**src/rtl/wb_arb_pkg.sv**
```systemverilog
// Shared constants, state encoding and bus payload type for the Wishbone bus arbiter.
package wb_arb_pkg;

    localparam int unsigned DATA_W         = 16;
    localparam int unsigned ADR_W          = 16;
    localparam int unsigned SEL_W          = 2;
    localparam int unsigned N_DMA          = 2;
    localparam int unsigned CNT_W          = 8;
    localparam int unsigned TMO_CYCLES_DEF = 64;

    localparam int unsigned DMA0_IDX = 0;
    localparam int unsigned DMA1_IDX = 1;

    typedef enum logic [1:0] {
        ST_CPU      = 2'd0,
        ST_DMA0     = 2'd1,
        ST_DMA1     = 2'd2,
        ST_HANDBACK = 2'd3
    } arb_state_e;

    typedef struct packed {
        logic              cyc;
        logic              stb;
        logic              we;
        logic [SEL_W-1:0]  sel;
        logic [ADR_W-1:0]  adr;
        logic [DATA_W-1:0] dat;
    } wb_req_t;

    // Extract one DMA master's request from the packed per-master input vectors.
    function automatic wb_req_t dma_payload(
        input logic                      hi,
        input logic [N_DMA-1:0]          stb,
        input logic [N_DMA-1:0]          we,
        input logic [N_DMA*SEL_W-1:0]    sel,
        input logic [N_DMA*ADR_W-1:0]    adr,
        input logic [N_DMA*DATA_W-1:0]   dat
    );
        wb_req_t p;
        p.cyc = 1'b1;
        if (hi) begin
            p.stb = stb[DMA1_IDX];
            p.we  = we[DMA1_IDX];
            p.sel = sel[SEL_W*DMA1_IDX +: SEL_W];
            p.adr = adr[ADR_W*DMA1_IDX +: ADR_W];
            p.dat = dat[DATA_W*DMA1_IDX +: DATA_W];
        end else begin
            p.stb = stb[DMA0_IDX];
            p.we  = we[DMA0_IDX];
            p.sel = sel[SEL_W*DMA0_IDX +: SEL_W];
            p.adr = adr[ADR_W*DMA0_IDX +: ADR_W];
            p.dat = dat[DATA_W*DMA0_IDX +: DATA_W];
        end
        return p;
    endfunction

endpackage

```
**src/rtl/wb_bus_watchdog.sv**
```systemverilog
// Bus-timeout watchdog: forces a one-cycle ack after TMO_CYCLES consecutive
// strobed-but-unacked cycles, so a missing device never hangs a master.
module wb_bus_watchdog
    import wb_arb_pkg::*;
#(
    parameter int unsigned TMO_CYCLES = TMO_CYCLES_DEF
) (
    input  logic clk_p,
    input  logic rst_n,
    input  logic stb_i,
    input  logic ack_i,
    input  logic state_chg_i,
    output logic tmo_c
);

    localparam logic [CNT_W-1:0] CNT_LAST = CNT_W'(TMO_CYCLES - 1);
    localparam logic [CNT_W-1:0] CNT_MAX  = '1;

    logic [CNT_W-1:0] cnt_q;
    logic [CNT_W-1:0] cnt_d;
    logic             stall;

    // A real ack in the same cycle suppresses the timeout.
    always_comb begin
        stall = stb_i & ~ack_i;
        tmo_c = stall & (cnt_q == CNT_LAST);
        cnt_d = cnt_q;
        if (!stall || state_chg_i || tmo_c) begin
            cnt_d = '0;
        end else if (cnt_q != CNT_MAX) begin
            cnt_d = cnt_q + CNT_W'(1);
        end
    end

    always_ff @(posedge clk_p or negedge rst_n) begin
        if (!rst_n) begin
            cnt_q <= '0;
        end else begin
            cnt_q <= cnt_d;
        end
    end

endmodule

```
**src/rtl/wb_bus_arbiter.sv**
```systemverilog
// Shares the 16-bit Wishbone system bus between the CPU and two DMA masters,
// switching only at cycle boundaries and round-robining between DMA requesters.
module wb_bus_arbiter
    import wb_arb_pkg::*;
#(
    parameter int unsigned TMO_CYCLES = TMO_CYCLES_DEF
) (
    input  logic                      clk_p,
    input  logic                      rst_n,

    input  logic                      cpu_cyc_i,
    input  logic                      cpu_stb_i,
    input  logic                      cpu_we_i,
    input  logic [SEL_W-1:0]          cpu_sel_i,
    input  logic [ADR_W-1:0]          cpu_adr_i,
    input  logic [DATA_W-1:0]         cpu_dat_i,
    output logic                      cpu_gnt_o,
    output logic                      cpu_ack_o,

    input  logic [N_DMA-1:0]          dma_req_i,
    output logic [N_DMA-1:0]          dma_gnt_o,
    input  logic [N_DMA-1:0]          dma_stb_i,
    input  logic [N_DMA-1:0]          dma_we_i,
    input  logic [N_DMA*SEL_W-1:0]    dma_sel_i,
    input  logic [N_DMA*ADR_W-1:0]    dma_adr_i,
    input  logic [N_DMA*DATA_W-1:0]   dma_dat_i,
    output logic [N_DMA-1:0]          dma_ack_o,

    output logic                      wb_cyc_o,
    output logic                      wb_stb_o,
    output logic                      wb_we_o,
    output logic [SEL_W-1:0]          wb_sel_o,
    output logic [ADR_W-1:0]          wb_adr_o,
    output logic [DATA_W-1:0]         wb_dat_o,
    input  logic                      wb_ack_i,
    output logic                      bus_tmo_o
);

    arb_state_e       state_q;
    arb_state_e       state_d;
    logic             last_q;
    logic             last_d;
    logic             cpu_gnt_q;
    logic             cpu_gnt_d;
    logic [N_DMA-1:0] dma_gnt_q;
    logic [N_DMA-1:0] dma_gnt_d;

    wb_req_t          bus_c;
    logic             state_chg_c;
    logic             tmo_c;
    logic             ack_c;

    // CPU yields only between cycles; a DMA owner keeps the bus while its strobe is pending.
    always_comb begin
        state_d = state_q;
        last_d  = last_q;
        unique case (state_q)
            ST_CPU: begin
                if (!cpu_cyc_i && (dma_req_i != '0)) begin
                    if (dma_req_i == 2'b11) begin
                        state_d = last_q ? ST_DMA0 : ST_DMA1;
                    end else begin
                        state_d = dma_req_i[DMA0_IDX] ? ST_DMA0 : ST_DMA1;
                    end
                end
            end
            ST_DMA0: begin
                if (!dma_req_i[DMA0_IDX] && !dma_stb_i[DMA0_IDX]) begin
                    state_d = ST_HANDBACK;
                end
            end
            ST_DMA1: begin
                if (!dma_req_i[DMA1_IDX] && !dma_stb_i[DMA1_IDX]) begin
                    state_d = ST_HANDBACK;
                end
            end
            ST_HANDBACK: state_d = ST_CPU;
            default:     state_d = ST_CPU;
        endcase

        if (state_d == ST_DMA0 && state_q != ST_DMA0) begin
            last_d = 1'b0;
        end else if (state_d == ST_DMA1 && state_q != ST_DMA1) begin
            last_d = 1'b1;
        end

        cpu_gnt_d   = (state_d == ST_CPU);
        dma_gnt_d   = {state_d == ST_DMA1, state_d == ST_DMA0};
        state_chg_c = (state_d != state_q);
    end

    always_ff @(posedge clk_p or negedge rst_n) begin
        if (!rst_n) begin
            state_q   <= ST_CPU;
            last_q    <= 1'b1;
            cpu_gnt_q <= 1'b1;
            dma_gnt_q <= '0;
        end else begin
            state_q   <= state_d;
            last_q    <= last_d;
            cpu_gnt_q <= cpu_gnt_d;
            dma_gnt_q <= dma_gnt_d;
        end
    end

    // Bus request mux, selected by the registered owner; HANDBACK drives an idle bus.
    always_comb begin
        bus_c = '0;
        unique case (state_q)
            ST_CPU: begin
                bus_c.cyc = cpu_cyc_i;
                bus_c.stb = cpu_stb_i;
                bus_c.we  = cpu_we_i;
                bus_c.sel = cpu_sel_i;
                bus_c.adr = cpu_adr_i;
                bus_c.dat = cpu_dat_i;
            end
            ST_DMA0: bus_c = dma_payload(1'b0, dma_stb_i, dma_we_i, dma_sel_i, dma_adr_i, dma_dat_i);
            ST_DMA1: bus_c = dma_payload(1'b1, dma_stb_i, dma_we_i, dma_sel_i, dma_adr_i, dma_dat_i);
            ST_HANDBACK: bus_c = '0;
            default:     bus_c = '0;
        endcase
    end

    wb_bus_watchdog #(
        .TMO_CYCLES (TMO_CYCLES)
    ) u_watchdog (
        .clk_p       (clk_p),
        .rst_n       (rst_n),
        .stb_i       (bus_c.stb),
        .ack_i       (wb_ack_i),
        .state_chg_i (state_chg_c),
        .tmo_c       (tmo_c)
    );

    // Ack goes only to the current owner; a stray ack during HANDBACK is dropped.
    always_comb begin
        ack_c     = wb_ack_i | tmo_c;
        cpu_ack_o = 1'b0;
        dma_ack_o = '0;
        unique case (state_q)
            ST_CPU:      cpu_ack_o           = ack_c;
            ST_DMA0:     dma_ack_o[DMA0_IDX] = ack_c;
            ST_DMA1:     dma_ack_o[DMA1_IDX] = ack_c;
            ST_HANDBACK: dma_ack_o           = '0;
            default:     dma_ack_o           = '0;
        endcase
    end

    assign cpu_gnt_o = cpu_gnt_q;
    assign dma_gnt_o = dma_gnt_q;
    assign bus_tmo_o = tmo_c;

    assign wb_cyc_o  = bus_c.cyc;
    assign wb_stb_o  = bus_c.stb;
    assign wb_we_o   = bus_c.we;
    assign wb_sel_o  = bus_c.sel;
    assign wb_adr_o  = bus_c.adr;
    assign wb_dat_o  = bus_c.dat;

endmodule

```
**config.mk**
```make
export PLATFORM = sky130hd
export DESIGN_NAME = wb_bus_arbiter
export DESIGN_NICKNAME = d
export VERILOG_FILES = /design/src/rtl/wb_arb_pkg.sv /design/src/rtl/wb_bus_watchdog.sv /design/src/rtl/wb_bus_arbiter.sv
export SDC_FILE = /design/constraint.sdc
export NUM_CORES = 1
export LEC_CHECK = 0
export CORE_MARGIN = 2
export CORE_UTILIZATION = 32
export DETAILED_ROUTE_END_ITERATION = 10
export PLACE_DENSITY = 0.95
export REMOVE_ABC_BUFFERS = 1
export SETUP_SLACK_MARGIN = 0.15
export SYNTH_ARGS = -nofsm -noshare
export SYNTH_HDL_FRONTEND = slang
export SYNTH_SLANG_ARGS = --single-unit
```
**constraint.sdc**
```tcl
create_clock -name clk_p -period 5 [get_ports clk_p]
set_input_delay 1.25 -clock clk_p [delete_from_list [all_inputs] [get_ports clk_p]]
set_output_delay 1.25 -clock clk_p [all_outputs]
set_load 0.05 [all_outputs]
```
* Word-level counts from Yosys, hierarchy flattened
Cells that the tools add are included.
** Cells by class
- $add $sub $neg :: 1
- Eq/ne operators :: 11
- Muxes and demuxes :: 15
- Bitwise operators :: 4
- Reduce and logical (&&, ||, !) cells :: 18
** Operators with widths (count)
- $pmux W37 S4 :: 1
- $mux W8 :: 2
- $mux W2 :: 6
- $add A8 B1 Y8 const B :: 1
- $eq A2 B2 Y1 const B :: 4
- $eq A8 B6 Y1 const B :: 1
- $ne A8 B8 Y1 const B :: 1
- $pmux W2 S4 :: 1
- $logic_not A1 Y1 :: 6
- $reduce_bool A2 Y1 :: 3
- $logic_and A1 B1 Y1 :: 5
- $mux W1 :: 5
- $eq A2 B1 Y1 const B :: 2
- $logic_not A2 Y1 :: 2
- $and A1 B1 Y1 :: 2
- $logic_or A1 B1 Y1 :: 2
- $ne A2 B1 Y1 const B :: 1
- $ne A2 B2 Y1 :: 1
- $ne A2 B2 Y1 const B :: 1
- $not A1 Y1 :: 1
- $or A1 B1 Y1 :: 1
** Word-level totals
- Register bits after elaboration :: 14
- Input bits :: 114
- Output and inout bits :: 44
- Logic and storage cells :: 54

* Depth between registers and ports, before layout
- Depth in word-level cells :: 8
- Mapped depth :: 9
- Gate-level depth less buffers :: 7

* By module
From an unflattened synthesis, not the netlist that was laid out.
** Unflattened totals
- Cell total of the unflattened synthesis :: 236
- Area, all modules :: 1645.3 um^2
** Modules (own cells, without submodules)
- wb_bus_arbiter :: times used 1, cells each 176, area an instance 1117.3 um^2, sequential area each 152.6 um^2
- wb_bus_watchdog :: times used 1, cells each 60, area an instance 528.0 um^2, sequential area each 200.2 um^2

* Worst setup path after synthesis
Ideal clock, no wire load.
- Path type :: input to output
- Start :: in dma_stb_i[0]
- End :: out cpu_ack_o
- Arrival :: 2945 ps
- Required time :: 3750 ps
- Setup slack :: 805 ps
- Cell stages on the path :: 5
- Path buffers :: 1
- Cell sequence :: a22oi_1 > o21ai_2 > a31oi_1 > buf_2 > nor2b_1
** On the way
- Word-level cells in the longest chain between the ends :: 5
** RTL lines
- from (decl) :: line wb_bus_arbiter.sv:22 : input logic [N_DMA-1:0] dma_stb_i,
- $pmux W37 S4 :: line wb_bus_arbiter.sv:109 : unique case (state_q)
- net wb_stb_o :: line wb_bus_arbiter.sv:30 : output logic wb_stb_o,
- $and A1 B1 Y1 :: line wb_bus_watchdog.sv:25 : stall = stb_i & ~ack_i;
- $and A1 B1 Y1 :: line wb_bus_watchdog.sv:26 : tmo_c = stall & (cnt_q == CNT_LAST);
- $or A1 B1 Y1 :: line wb_bus_arbiter.sv:138 : ack_c = wb_ack_i | tmo_c;
- $mux W1 :: line wb_bus_arbiter.sv:141 : unique case (state_q)
- to (decl) :: line wb_bus_arbiter.sv:18 : output logic cpu_ack_o,
The timed path passes the listed nets, and every way through them passes these cells.

* Worst setup path after layout
- Start :: reg state_q[1]
- End :: out wb_dat_o[11]
** On the way
- Word-level cells in the longest chain between the ends :: 2
- Elaborated cells between the ends (all ways) :: 5
- Those cells by class :: eq/ne (3); mux (1); reduce/logical (1)
** RTL lines
- from (decl) :: line wb_bus_arbiter.sv:39 : arb_state_e state_q;
- from (signal assigned) :: line wb_bus_arbiter.sv:99 : state_q <= state_d;
- $eq A2 B2 Y1, or another cell as far along :: line wb_bus_arbiter.sv:109
- $pmux W37 S4 (*) :: line wb_bus_arbiter.sv:109
- to (decl) :: line wb_bus_arbiter.sv:34 : output logic [DATA_W-1:0] wb_dat_o,
Every way passes the cells marked *; elsewhere a longest branch is shown, timed or not.

==> impl_metrics.prom <==
# TYPE chip_impl_metric gauge
chip_impl_metric{name="finalWorstPathRequiredPeriod",unit="ns"} 4.42
chip_impl_metric{name="global_route.overflow_total",unit=""} 0
chip_impl_metric{name="first_global_vias",unit=""} 2126
chip_impl_metric{name="detail_route.iter0.violations",unit=""} 100
chip_impl_info{name="r2r_start",value="state_q[1]$_DFF_PN0_"} 1
chip_impl_info{name="worstHoldPathType",value="reg -> reg"} 1
chip_impl_metric{name="final_report_hold_violation_count",unit=""} 0
chip_impl_metric{name="power_density",unit="nW/um^2"} 685
chip_impl_metric{name="die_y",unit="um"} 73.7
chip_impl_info{name="clockRootBuffer",value="clkbuf_8"} 1
chip_impl_metric{name="avgRoutedWirePerCell",unit="um"} 17.0
chip_impl_metric{name="h-tree-depth",unit=""} 1
chip_impl_info{name="worstHoldStart",value="last_q$_DFFE_PN1P_"} 1
chip_impl_metric{name="timing_max_transition_violations_final",unit=""} 0
chip_impl_info{name="cts_tree",value="done"} 1
chip_impl_metric{name="cellInternalPower",unit="uW"} 847
chip_impl_metric{name="final_cell_count_without_fillers",unit=""} 424
chip_impl_metric{name="initial_core_utilization",unit="%"} 33.1
chip_impl_info{name="most_common_library_cell_in_the_layout_ignoring_fill_and_taps",value="clkdlybuf4s50_1"} 1
chip_impl_metric{name="pwr-share-comb",unit="%"} 87.8
chip_impl_metric{name="timing_worst_slew_pin_value",unit="ns"} 0.808
chip_impl_metric{name="clk_latency",unit="ns"} 0.26
chip_impl_metric{name="worstPathRequired",unit="ns"} 3.75
chip_impl_metric{name="seq_power_share",unit="%"} 7.8
chip_impl_metric{name="drc_errors",unit=""} 0
chip_impl_info{name="timing_worst_setup_path_type",value="reg -> out"} 1
chip_impl_metric{name="cts-buffers-inserted",unit=""} 3
chip_impl_metric{name="swShare",unit="%"} 61.6
chip_impl_metric{name="placed_cells",unit=""} 420
chip_impl_metric{name="place.detailed.hpwl",unit="um"} 5560
chip_impl_metric{name="achievable-frequency",unit="GHz"} 0.226
chip_impl_metric{name="drt.antenna.violating_nets",unit=""} 0
chip_impl_metric{name="die-area",unit="um^2"} 5430
chip_impl_info{name="endpoint_kind",value="output pin"} 1
chip_impl_metric{name="grt_util_all_layers",unit="%"} 24.6
chip_impl_metric{name="synthesis.area_per_instance",unit="um^2"} 7.06
chip_impl_metric{name="cell_area_after_layout",unit="um^2"} 3220
chip_impl_info{name="outcome",value="finished, final reports clean"} 1
chip_impl_metric{name="grt_first_pass_wirelength",unit="um"} 10500
chip_impl_metric{name="cp.arrival",unit="ns"} 3.17
chip_impl_metric{name="multi_input_comb_area",unit="um^2"} 1110
chip_impl_metric{name="worst_slew_margin_relative_to_its_limit",unit="%"} 46.2
chip_impl_metric{name="netlist_area_pre_place",unit="um^2"} 1550
chip_impl_metric{name="synth_warnings",unit=""} 0
chip_impl_metric{name="postPlaceCellArea",unit="um^2"} 3180
chip_impl_metric{name="antenna_found_initial",unit=""} 0
chip_impl_metric{name="synthToLayoutAreaGrowth",unit="%"} 107
chip_impl_info{name="most-common-layout-cells",value="154 x clkdlybuf4s50_1, 42 x nand2_1, 38 x o21ai_0, 36 x a22oi_1, 14 x nor2_1"} 1
chip_impl_metric{name="ys_types",unit=""} 36
chip_impl_metric{name="timing.max_cap.violations",unit=""} 0
chip_impl_metric{name="crit_fanout",unit=""} 47
chip_impl_metric{name="die_w",unit="um"} 73.7
chip_impl_metric{name="nets",unit=""} 491
chip_impl_metric{name="postSynthRegisterBits",unit=""} 14
chip_impl_metric{name="reg_to_reg_slack_setup",unit="ns"} 2.20
chip_impl_metric{name="port_buffers",unit=""} 157
chip_impl_info{name="crit_path_start_kind",value="flop"} 1
chip_impl_metric{name="area_of_all_sequential_standard_cells",unit="um^2"} 353
chip_impl_metric{name="worst_vdd_rail_ir_drop",unit="mV"} 0.534
chip_impl_metric{name="layout_worst_path_cycle_share",unit="%"} 88.4
chip_impl_metric{name="setup-tns-final",unit="ns"} 0
chip_impl_info{name="crit_path_start",value="state_q[1]$_DFF_PN0_"} 1
chip_impl_metric{name="row_count",unit=""} 25
chip_impl_metric{name="gpl_wtd_cong",unit=""} 0.862
chip_impl_metric{name="placeableCoreArea",unit="um^2"} 4690
chip_impl_metric{name="synth.yosys.seq_area_share",unit="%"} 22.7
chip_impl_metric{name="drt_pre_antenna_iters",unit=""} 5
chip_impl_metric{name="number_of_buffers_on_the_longest_clock_path",unit=""} 2
chip_impl_metric{name="finalWirelength",unit="um"} 7190
chip_impl_metric{name="leakagePower",unit="nW"} 1.25
chip_impl_metric{name="postCtsResizedCells",unit=""} 0
chip_impl_metric{name="fillers",unit=""} 381
chip_impl_info{name="critical_path.reg2reg.endpoint",value="u_watchdog.cnt_q[7]$_DFFE_PN0P_"} 1
chip_impl_metric{name="post-cts-setup-buffer-count",unit=""} 0
chip_impl_metric{name="power.net_switching",unit="mW"} 1.36
chip_impl_metric{name="detailroute.via_count",unit=""} 2308
chip_impl_metric{name="io_pins",unit=""} 158
chip_impl_metric{name="numClockSinks",unit=""} 14
chip_impl_metric{name="cts_hold_buffers",unit=""} 0
chip_impl_metric{name="report.final.setup_viol",unit=""} 0
chip_impl_metric{name="ff2ff_path_depth",unit=""} 6
chip_impl_metric{name="maximum_number_of_pins_on_one_net_before_global_route_repair",unit=""} 48
chip_impl_info{name="rsz0062_at_grt",value="no"} 1
chip_impl_metric{name="clk_pin_slew_worst_paths",unit="ns"} 0.05
chip_impl_metric{name="syn_inst",unit=""} 220
chip_impl_metric{name="antennaDiodeCount",unit=""} 0
chip_impl_metric{name="route.detailed.vias_per_inst",unit=""} 5.44
chip_impl_info{name="worstSetupEndpoint",value="wb_dat_o[11]"} 1
chip_impl_metric{name="clock_power_share",unit="%"} 4.4
chip_impl_metric{name="layout-drive-gt1-share",unit="%"} 5.95
chip_impl_metric{name="clock_skew",unit="ns"} 0.00940
==> state kept, by name, summed over array words and instances, names as in the netlist <==
signal and flops:
last_q 1, state_q 2, u_watchdog.cnt_q 8, dma_gnt_o 2, cpu_gnt_o 1
==> power by group through the flow <==
| stage | sequential (mW) | combinational [mW] | clock (mW) |
|---|---|---|---|
| detailed placement | 0.173 | 1.93 | 0 |
| floorplan | 0.204 | 1.23 | 0 |
| finish | 0.172 | 1.94 | 0.0970 |
| global route | 0.177 | 2.04 | 0.104 |
| CTS | 0.171 | 1.94 | 0.101 |
| global placement | 0.172 | 1.91 | 0 |
==> area by class of cell <==
class / count / area share, %
multi-input cells: 183 / 34.5
repair buffers: 163 / 50.3
inverters: 6 / 0.699
flip-flops and latches: 14 / 11.0
clock buffers: 4 / 1.40
well taps: 54 / 2.10
==> worst min path at each step <==
stage / endpoint / slack (ns) / cells after the start
2_1_floorplan: last_q$_DFFE_PN1P_ / 0.49 / 2
3_3_place_gp: last_q$_DFFE_PN1P_ / 0.51 / 2
3_5_place_dp: last_q$_DFFE_PN1P_ / 0.53 / 2
4_1_cts: last_q$_DFFE_PN1P_ / 0.54 / 2
5_1_grt: last_q$_DFFE_PN1P_ / 0.57 / 2
6_report: last_q$_DFFE_PN1P_ / 0.53 / 2
==> critical path, cell delays in order (launching register included) <==
cell and delay, ns:
dfrtp_1 0.49, inv_1 0.21, ha_2 0.75, buf_4 0.43
nand2_1 0.10, o21ai_0 0.10, clkdlybuf4s50_1 0.84
==> layer usage <==
| metal | part of all wire, % | vias up | global-route usage [%] |
|---|---|---|---|
| li1 | - | 1109 | - |
| met1 | 37 | 1074 | 28.0 |
| met2 | 52 | 114 | 45.3 |
| met3 | 8.9 | 11 | 4.25 |
| met4 | 2.1 | 0 | 8.69 |
| met5 | 0 | - | 0 |
==> synth_stat cells <==
| library cell | instances | area [um^2] |
|---|---|---|
| a2111oi_2 | 1 | 15.0 |
| buf_2 | 2 | 10.0 |
| nor4bb_2 | 1 | 16.3 |
| nor2b_1 | 4 | 25.0 |
| and2_1 | 3 | 18.8 |
| nor2_1 | 14 | 52.6 |
| a211o_2 | 1 | 10.0 |
| and3_1 | 5 | 31.3 |
| and4b_1 | 1 | 10.0 |
| nand3_1 | 4 | 20.0 |
| buf_4 | 1 | 7.51 |
| a21oi_1 | 6 | 30.0 |
| a31oi_1 | 2 | 12.5 |
| nand2_1 | 42 | 158 |
| clkbuf_1 | 9 | 33.8 |
| o22ai_1 | 1 | 6.26 |
| buf_1 | 5 | 18.8 |
| nand3b_1 | 2 | 15.0 |
| o2111ai_4 | 1 | 26.3 |
| inv_1 | 6 | 22.5 |
| dfrtp_1 | 12 | 300 |
| a211o_1 | 1 | 8.76 |
| xor2_1 | 2 | 17.5 |
| mux2_2 | 1 | 11.3 |
| a22oi_2 | 1 | 12.5 |
| nor3b_1 | 1 | 7.51 |
| o21ai_2 | 1 | 8.76 |
| ha_1 | 6 | 75.1 |
| o32ai_1 | 1 | 8.76 |
| nand4b_1 | 1 | 8.76 |
| o211ai_1 | 3 | 22.5 |
| mux2i_1 | 1 | 10.0 |
| dfstp_2 | 2 | 52.6 |
| nor3_1 | 2 | 10.0 |
| o21ai_0 | 38 | 190 |
| a22oi_1 | 36 | 270 |
==> metrics by stage <==
stage               hold WS (ns)  power (mW)  utilization [%]  worst slack (ns)
finish                     0.533        2.20             68.6             0.579
global placement           0.505        2.08             67.7             0.632
floorplan                  0.488        1.43                -             0.150
global route               0.574        2.32             68.6             0.378
detailed placement         0.528        2.10             67.7             0.580
CTS                        0.537        2.21             68.6             0.565
==> cells by family after synthesis <==
family / count (synthesis) / synth area share [%]
compound gates: 93 / 40.0
simple gates: 80 / 24.0
buf+inv: 23 / 5.96
flops: 14 / 22.7
fa+ha+maj: 6 / 4.83
xor+xnor: 2 / 1.13
mux: 2 / 1.37
(Power assumes the default switching activity.)
